**src/rtl/jtframe_rom_pkg.sv**
```systemverilog
// jtframe_rom_pkg: shared state encoding, slot limit and index-width helper for the ROM slot cache
package jtframe_rom_pkg;

    localparam int SLOTS_MAX = 8;

    typedef enum logic [1:0] {
        IDLE,
        WAIT_ACK,
        WAIT_DATA
    } state_t;

    // Slot index width; a single slot still gets one bit so vectors stay legal
    function automatic int idx_w(input int n);
        return n > 1 ? $clog2(n) : 1;
    endfunction

endpackage

```
**src/rtl/jtframe_rom_arb.sv**
```systemverilog
// jtframe_rom_arb: picks one pending slot; fixed priority by default, round-robin with JTFRAME_ROM_RR_EN
module jtframe_rom_arb
    import jtframe_rom_pkg::*;
#(
    parameter int SLOTS = 4,
    parameter int IW    = idx_w(SLOTS)
)(
    input  logic [SLOTS-1:0] pending,
    input  logic [IW-1:0]    last,
    output logic [SLOTS-1:0] gnt,
    output logic [IW-1:0]    gnt_idx
);

`ifdef JTFRAME_ROM_RR_EN
    localparam int RR = 1;
`else
    localparam int RR = 0;
`endif

    // Scan the wrap order backwards so the first pending slot in search order wins
    always_comb begin
        gnt_idx = '0;
        gnt     = '0;
        for (int k = SLOTS - 1; k >= 0; k--) begin
            if (pending[(k + RR * (int'(last) + 1)) % SLOTS])
                gnt_idx = IW'((k + RR * (int'(last) + 1)) % SLOTS);
        end
        gnt[gnt_idx] = |pending;
    end

endmodule

```
**src/rtl/jtframe_rom_nslot.sv**
```systemverilog
// jtframe_rom_nslot: N read slots with one-entry caches sharing one SDRAM read port (JTFRAME_ROM_RR_EN selects round-robin)
module jtframe_rom_nslot
    import jtframe_rom_pkg::*;
#(
    parameter int                   SLOTS   = 4,
    parameter int                   SAW     = 22,
    parameter int                   DW      = 16,
    parameter logic [SLOTS*SAW-1:0] OFFSETS = '0
)(
    input  logic                 clk,
    input  logic                 rstb,
    input  logic                 downloading,
    input  logic [SLOTS-1:0]     slot_cs,
    input  logic [SLOTS*SAW-1:0] slot_addr,
    output logic [SLOTS-1:0]     slot_ok,
    output logic [SLOTS*DW-1:0]  slot_dout,
    output logic                 sdram_req,
    input  logic                 sdram_ack,
    output logic [SAW-1:0]       sdram_addr,
    input  logic                 data_rdy,
    input  logic [DW-1:0]        data_read
);

    localparam int IW = idx_w(SLOTS);

    if (SLOTS < 1 || SLOTS > SLOTS_MAX) begin : g_slots_range
        $error("jtframe_rom_nslot: SLOTS out of range");
    end

    state_t           state;
    logic [SLOTS-1:0] valid;
    logic [SLOTS-1:0] pending;
    logic [SLOTS-1:0] arb_gnt;
    logic [SAW-1:0]   tag  [SLOTS];
    logic [DW-1:0]    data [SLOTS];
    logic [SAW-1:0]   lat_addr;
    logic [SAW-1:0]   req_addr;
    logic [IW-1:0]    gnt_idx;
    logic [IW-1:0]    arb_idx;
    logic             fill;

    // Hit test per slot straight from the cache registers
    always_comb begin
        slot_ok   = '0;
        slot_dout = '0;
        for (int i = 0; i < SLOTS; i++) begin
            slot_ok[i]            = slot_cs[i] & valid[i] & (tag[i] == slot_addr[i*SAW +: SAW]);
            slot_dout[i*DW +: DW] = data[i];
        end
    end

    assign pending  = slot_cs & ~slot_ok & {SLOTS{~downloading}};
    assign req_addr = slot_addr[int'(arb_idx)*SAW +: SAW];
    // Data may arrive together with the ack, which closes the transaction early
    assign fill     = data_rdy & ((state == WAIT_DATA) | ((state == WAIT_ACK) & sdram_ack));

    jtframe_rom_arb #(
        .SLOTS   (SLOTS),
        .IW      (IW)
    ) u_arb (
        .pending (pending),
        .last    (gnt_idx),
        .gnt     (arb_gnt),
        .gnt_idx (arb_idx)
    );

    // Request FSM and cache fill; a download flushes every slot and aborts the read
    always_ff @(posedge clk or negedge rstb) begin
        if (!rstb) begin
            state      <= IDLE;
            sdram_req  <= 1'b0;
            sdram_addr <= '0;
            lat_addr   <= '0;
            gnt_idx    <= '0;
            valid      <= '0;
            for (int i = 0; i < SLOTS; i++) begin
                tag[i]  <= '0;
                data[i] <= '0;
            end
        end else if (downloading) begin
            state     <= IDLE;
            sdram_req <= 1'b0;
            valid     <= '0;
        end else begin
            if (fill) begin
                data[gnt_idx]  <= data_read;
                tag[gnt_idx]   <= lat_addr;
                valid[gnt_idx] <= 1'b1;
            end
            case (state)
                IDLE: if (|arb_gnt) begin
                    gnt_idx    <= arb_idx;
                    lat_addr   <= req_addr;
                    sdram_addr <= req_addr + OFFSETS[int'(arb_idx)*SAW +: SAW];
                    sdram_req  <= 1'b1;
                    state      <= WAIT_ACK;
                end
                WAIT_ACK: if (sdram_ack) begin
                    sdram_req <= 1'b0;
                    state     <= data_rdy ? IDLE : WAIT_DATA;
                end
                WAIT_DATA: if (data_rdy) state <= IDLE;
                default: state <= IDLE;
            endcase
        end
    end

endmodule
```
**config.mk**
```make
export PLATFORM = sky130hd
export DESIGN_NAME = jtframe_rom_nslot
export DESIGN_NICKNAME = d
export VERILOG_FILES = /design/src/rtl/jtframe_rom_pkg.sv /design/src/rtl/jtframe_rom_arb.sv /design/src/rtl/jtframe_rom_nslot.sv
export SDC_FILE = /design/constraint.sdc
export NUM_CORES = 1
export LEC_CHECK = 0
export BUFFER_PORTS_ARGS = -buffer_cell sky130_fd_sc_hd__clkbuf_2
export CORE_MARGIN = 2
export CORE_UTILIZATION = 50
export CTS_CLUSTER_SIZE = 14
export DETAILED_ROUTE_END_ITERATION = 6
export HOLD_SLACK_MARGIN = 0.06
export PLACE_DENSITY = 0.84
export SKIP_CTS_REPAIR_TIMING = 1
export SYNTH_ARGS = -nofsm -noshare
export SYNTH_HDL_FRONTEND = slang
export SYNTH_SLANG_ARGS = --single-unit
```
**constraint.sdc**
```tcl
create_clock -name clk -period 3 [get_ports clk]
set_input_delay 0.3 -clock clk [delete_from_list [all_inputs] [get_ports clk]]
set_output_delay 0.3 -clock clk [all_outputs]
set_load 0.1 [all_outputs]
```
==> results of run 1 <==
==> registers in the layout (all words and copies together), names as in the netlist <==
signal and count:
valid 4, state 2, sdram_addr 22, tag 88, sdram_req 1, slot_dout 64
gnt_idx 2
==> per-layer routing <==
metal  up-vias  global-route usage  share of wire
li1       2832                   -              -
met3        65              0.0676          0.089
met5         -                   0              0
met4         0               0.137          0.041
met2       332               0.449           0.48
met1      3228               0.349           0.39
==> power by group <==
group          total (mW)  internal, mW  switching (mW)
Combinational        5.30          1.27            4.03
Sequential           3.99          3.35           0.645
Clock                2.34          1.33            1.01
==> path summary, 6_finish.rpt <==
path | start | to | slack (ns) | cells after the start
worst max-delay path | tag[36] | slot_ok[2] | 0.06 | 5
worst min-delay path | data_read[4] | slot_dout[4] | 0.14 | 2
worst max register to register | tag[83] | sdram_addr[17] | 0.23 | 8
worst min register to register | valid[0] | valid[0] | 0.49 | 1
max in group asynchronous | rstb | slot_dout[26] | 1.68 | 3
min in group asynchronous | rstb | tag[11] | 0.44 | 2
==> per-stage QoR <==
step / worst slack [ns] / util / cells
global placement: 0.381 / 0.595 / 1080
detailed placement: 0.287 / 0.595 / 1080
finish: 0.0589 / 0.633 / 1114
CTS: 0.0877 / 0.632 / 1112
global route: 0.00399 / 0.633 / 1114
floorplan: 0.258 / - / 670
==> worst register-to-register path, cell delays in order, from the launching register on <==
cell and delay [ns]:
dfrtp_1 0.39, xor2_1 0.37, nor4_1 0.13, nand4_1 0.25, nor4_4 0.06, nor2b_1 0.79, buf_4 0.36, a2bb2oi_1 0.10
o31ai_1 0.23
==> Yosys cell counts, types with 2 or more instances <==
cell / count / area share
o21ai_1: 5 / 0.0029
nor3_1: 27 / 0.016
nand3_1: 2 / 0.0012
o21ai_0: 20 / 0.012
mux2_2: 153 / 0.20
clkbuf_1: 14 / 0.0062
xnor2_1: 36 / 0.037
buf_2: 10 / 0.0059
nand4_1: 10 / 0.0074
xor2_1: 52 / 0.054
o31ai_1: 22 / 0.019
nor2b_1: 3 / 0.0022
a21oi_1: 6 / 0.0035
dfrtp_1: 183 / 0.54
buf_1: 3 / 0.0013
a21o_1: 2 / 0.0018
buf_4: 3 / 0.0027
buf_6: 5 / 0.0066
nor4_1: 13 / 0.0096
a2bb2oi_1: 22 / 0.023
nor2_1: 25 / 0.011
inv_1: 3 / 0.0013
nand2_1: 36 / 0.016
==> cells by family after synthesis <==
| group | count (synthesis) | share of synthesized area |
|---|---|---|
| AO/OA/AOI/OAI | 86 | 0.0733 |
| AND/OR/NAND/NOR | 122 | 0.0690 |
| buffers and inverters | 38 | 0.0240 |
| multiplexers | 153 | 0.203 |
| XOR/XNOR | 88 | 0.0908 |
| flip-flops | 183 | 0.540 |
==> area by class of cell <==
cell class | instances | area [um^2]
timing repair buffer | 227 | 1270
fill | 1279 | 6080
clock buffer | 17 | 425
clock inverter | 15 | 191
tap | 220 | 275
sequential | 183 | 4580
inverter | 3 | 11.3
multi-input combinational | 449 | 3750
==> reports/metrics.cfg, run 1 <==
[status]
status = completed

[floorplanning]
num_rows = 47
start_util = 0.512
coreArea_um2 = 16600
die_w_um = 134
die-area_um2 = 18000
die_y_um = 134
ioPinCount = 204

[clock_tree]
cts_tree = done
clockBufferDepth = 2
cts-root-buf = clkbuf_16
clock_sinks = 183
cts-htree-levels = 4
clock_latency_ns = 0.43
cts_buffers = 17
clkSlewWorstSetupHoldPaths_ns = 0.07

[power]
finalPower_mw = 11.6
power_density_nw_per_um2 = 1110
peakVddDrop_mv = 1.07
p_leak_nw = 5.22

[synthesis]
synthFlopType = dfrtp_1
synthArstFlopShare = 1.00
netlist_area_um2 = 8480
avgSynthCellArea_um2 = 12.7
ys_seq_area_frac = 0.540
ys_types = 38
synth_edf_count = 0
synth_cells = 670
synth_seq_cells = 183
syn-num-nets = 783
ys_warn_count = 0

[drt]
routedWlPerCell_um = 21.8
dr.pass1.iters = 6
drtAntennaViolNets = 0
drcViolationCount = 0
vias_per_cell = 5.80
via_count = 6457
wl_um = 24300
drt_iter0_markers = 568

[timing]
fin_crit_ns = 2.94
clock.fmax_ghz = 0.340
setup-tns-final_ns = 0
grt_setup_unrepaired = false
fin_worst_skew_ns = 0.00655
slew_violations = 0
setup_viol = 0
whs_ns = 0.138
finalCritPeriodShare = 0.980
worst_slew_pin_slew_ns = 1.01
max_slew_margin = 0.326
hold_viol_final = 0

[layout]
final_common_cell = clkbuf_2
drive_above_1_share = 0.470
mostFrequentLayoutCells = 202 x clkbuf_2, 183 x dfrtp_1, 153 x mux2_2
num-nets-final = 994
diodes = 0
design_area_um2 = 10500
area_growth_syn_to_layout_pct = 23.8

[setup_path]
worstSetupPathType = reg -> out
cp_top_family = simple AND/OR/NAND/NOR gates
crit_buf_inv = 1
cpPeakStageDelay_ns = 0.58
critPathMaxFanout = 2
cp-end-kind = output port
crit_required_ns = 2.70
slowest_stage = or4_1
cp.arrival_ns = 2.64
cp-start-kind = register
crit_chain = xor2_1, or4_1, nor4_2, and3_1, clkbuf_2

[place]
io_buffers = 203
place_area_um2 = 9870
dp_hpwl_um = 17600
gp_congestion = 0.890

[grt]
track_usage = 0.277
grt_max_degree = 64
grt_pass1_vias = 6749
grt_antenna_before_repair = 0
overflow = 0
grt_first_pass_wirelength_um = 37600

[worst_hold_path]
min_path_type = in -> reg

[run]
drv_cap = 0

Power figures use the tool's default switching activity.
==> run 2, diff against run 1 <==
Settings changed: ABC_AREA from default to 1, PLACE_DENSITY 0.84 to 0.83.
==> run 2 against run 1 <==
Compared with the run above:
- combinational power grew 40%
- sequential share of layout area shrank 3.2 points
- largest power group unchanged
- register-to-register slack gained 0.30 ns
- total power grew 22%
- die area grew 11%
- clock power grew 2%
- first-iteration DRC count grew 46%
- non-clock buffer count shrank 9
- sequential cell count is the same
- fmax grew 6.8%
==> reports/metrics.cfg, run 2 <==
[synthesis]
yosysMostFrequentCell = nand2_1
synth.top_cell.area_share = 0.484
synth_seq_cells = 183
synthArstFlopShare = 1.00
synth_common_cells = 452 x nand2_1, 188 x inv_1, 183 x dfrtp_1, 162 x o21ai_0, 104 x nand3_1
syn-num-nets = 1410
ys_types = 33
ys_seq_area_frac = 0.484
synth_area_leader_cell = dfrtp_1
avgSynthCellArea_um2 = 7.30
synth_edf_count = 0
synthFlopType = dfrtp_1
netlist_top_cells_area = dfrtp_1 48%, nand2_1 18%, o21ai_0 8.6%
ys_warn_count = 0
netlist_area_um2 = 9470
synth_cells = 1297

[setup_path]
r2r_slack_ns = 0.53
cp-end-kind = output port
cp-start-kind = register
r2r-start = tag[78]
rr_endpoint = sdram_addr[11]
crit_end = slot_ok[2]
crit_required_ns = 2.70
critPathMaxFanout = 3
cp.arrival_ns = 2.45
startpoint = tag[26]
worstSetupPathType = reg -> out
reg2reg_depth = 11

[drt]
vias_per_cell = 5.34
wl_um = 30900
via_count = 9232
drcViolationCount = 0
routedWlPerCell_um = 17.9
drt_iter0_markers = 828
drtAntennaViolNets = 0
dr.pass1.iters = 6

[power]
p_leak_nw = 6.32
power_density_nw_per_um2 = 1250
finalPower_mw = 14.2
peakVddDrop_mv = 1.47

[clock_tree]
clock_sinks = 183
clock_latency_ns = 0.44
cts-root-buf = clkbuf_16
clockBufferDepth = 2
cts_tree = done
cts_buffers = 17
cts-htree-levels = 4
clkSlewWorstSetupHoldPaths_ns = 0.08

[timing]
fin_worst_skew_ns = 0.0130
worst_slew_pin_slew_ns = 0.771
hold_viol_final = 0
setup-tns-final_ns = 0
slew_violations = 0
fin_crit_ns = 2.75
clock.fmax_ghz = 0.363
max_slew_margin = 0.486
setup_viol = 0
finalCritPeriodShare = 0.918
grt_setup_unrepaired = false

[layout]
mostFrequentLayoutCells = 452 x nand2_1, 202 x clkbuf_2, 188 x inv_1
largest_reg_flops = 88
regMostFlops = tag
num-nets-final = 1594
design_area_um2 = 11300
drive_above_1_share = 0.180
final_common_cell = nand2_1
area_growth_syn_to_layout_pct = 19.7
diodes = 0

[floorplanning]
ioPinCount = 204
coreArea_um2 = 18600
start_util = 0.508
num_rows = 50
die_y_um = 142
die_w_um = 142
die-area_um2 = 20100

[grt]
grt_first_pass_wirelength_um = 48200
grt_max_degree = 78
grt_antenna_before_repair = 0
track_usage = 0.317
overflow = 0
grt_pass1_vias = 8880

[status]
status = completed

[place]
io_buffers = 203
gp_congestion = 0.997
place_area_um2 = 10700
dp_hpwl_um = 23200

[worst_hold_path]
min_path_cells = 3
min_path_type = in -> reg

[run]
drv_cap = 0

run 2: how the worst min path moves through the flow:
stage                            start            end
final                     data_read[1]   slot_dout[1]
after global routing      data_read[1]  slot_dout[33]
after CTS                         rstb        tag[59]
after detailed placement          rstb        tag[59]
after global placement            rstb        tag[59]
after floorplan                   rstb     gnt_idx[0]
run 2: routing by layer:
metal / up-vias / share of wire / GRT usage / wire length [um]
li1: 4419 / - / - / -
met1: 4267 / 0.41 / 0.423 / 12500
met2: 484 / 0.46 / 0.503 / 14300
met3: 62 / 0.091 / 0.0668 / 2800
met4: 0 / 0.043 / 0.138 / 1310
met5: - / 0 / 0 / 0
run 2: cell type report:
| type | count | area [um^2] |
|---|---|---|
| clock inverter | 15 | 204 |
| inverter | 197 | 739 |
| multi-input combinational | 864 | 3910 |
| tap | 234 | 293 |
| timing repair buffer | 218 | 1190 |
| fill | 1728 | 7310 |
| sequential | 183 | 4580 |
| clock buffer | 17 | 425 |
run 2: logic make-up after synthesis:
group / synth area share
compound gates: 0.106
xor+xnor: 0.0204
flops: 0.484
buf+inv: 0.106
simple gates: 0.284
run 2: per-stage QoR:
| stage | hold WS [ns] | utilization | worst slack [ns] | std cells |
|---|---|---|---|---|
| final | 0.145 | 0.608 | 0.245 | 1728 |
| after global routing | 0.148 | 0.608 | 0.161 | 1728 |
| after detailed placement | 0.378 | 0.574 | 0.540 | 1695 |
| after floorplan | 0.00441 | - | 0.391 | 1297 |
| after CTS | -0.0941 | 0.608 | 0.323 | 1727 |
| after global placement | 0.365 | 0.574 | 0.565 | 1695 |
run 2: report_power, final:
part / switching, mW / leakage [nW] / internal, mW / total, mW
logic: 6.14 / 3.72 / 1.28 / 7.42
registers: 0.883 / 2.31 / 3.53 / 4.41
clock network: 1.18 / 0.295 / 1.22 / 2.39
run 2: critical path: stages (launching register included):
cell      delay (ns)
dfrtp_1         0.40
nand2_1         0.17
nand3_1         0.14
or4_1           0.53
nor2_1          0.26
clkbuf_2        0.52
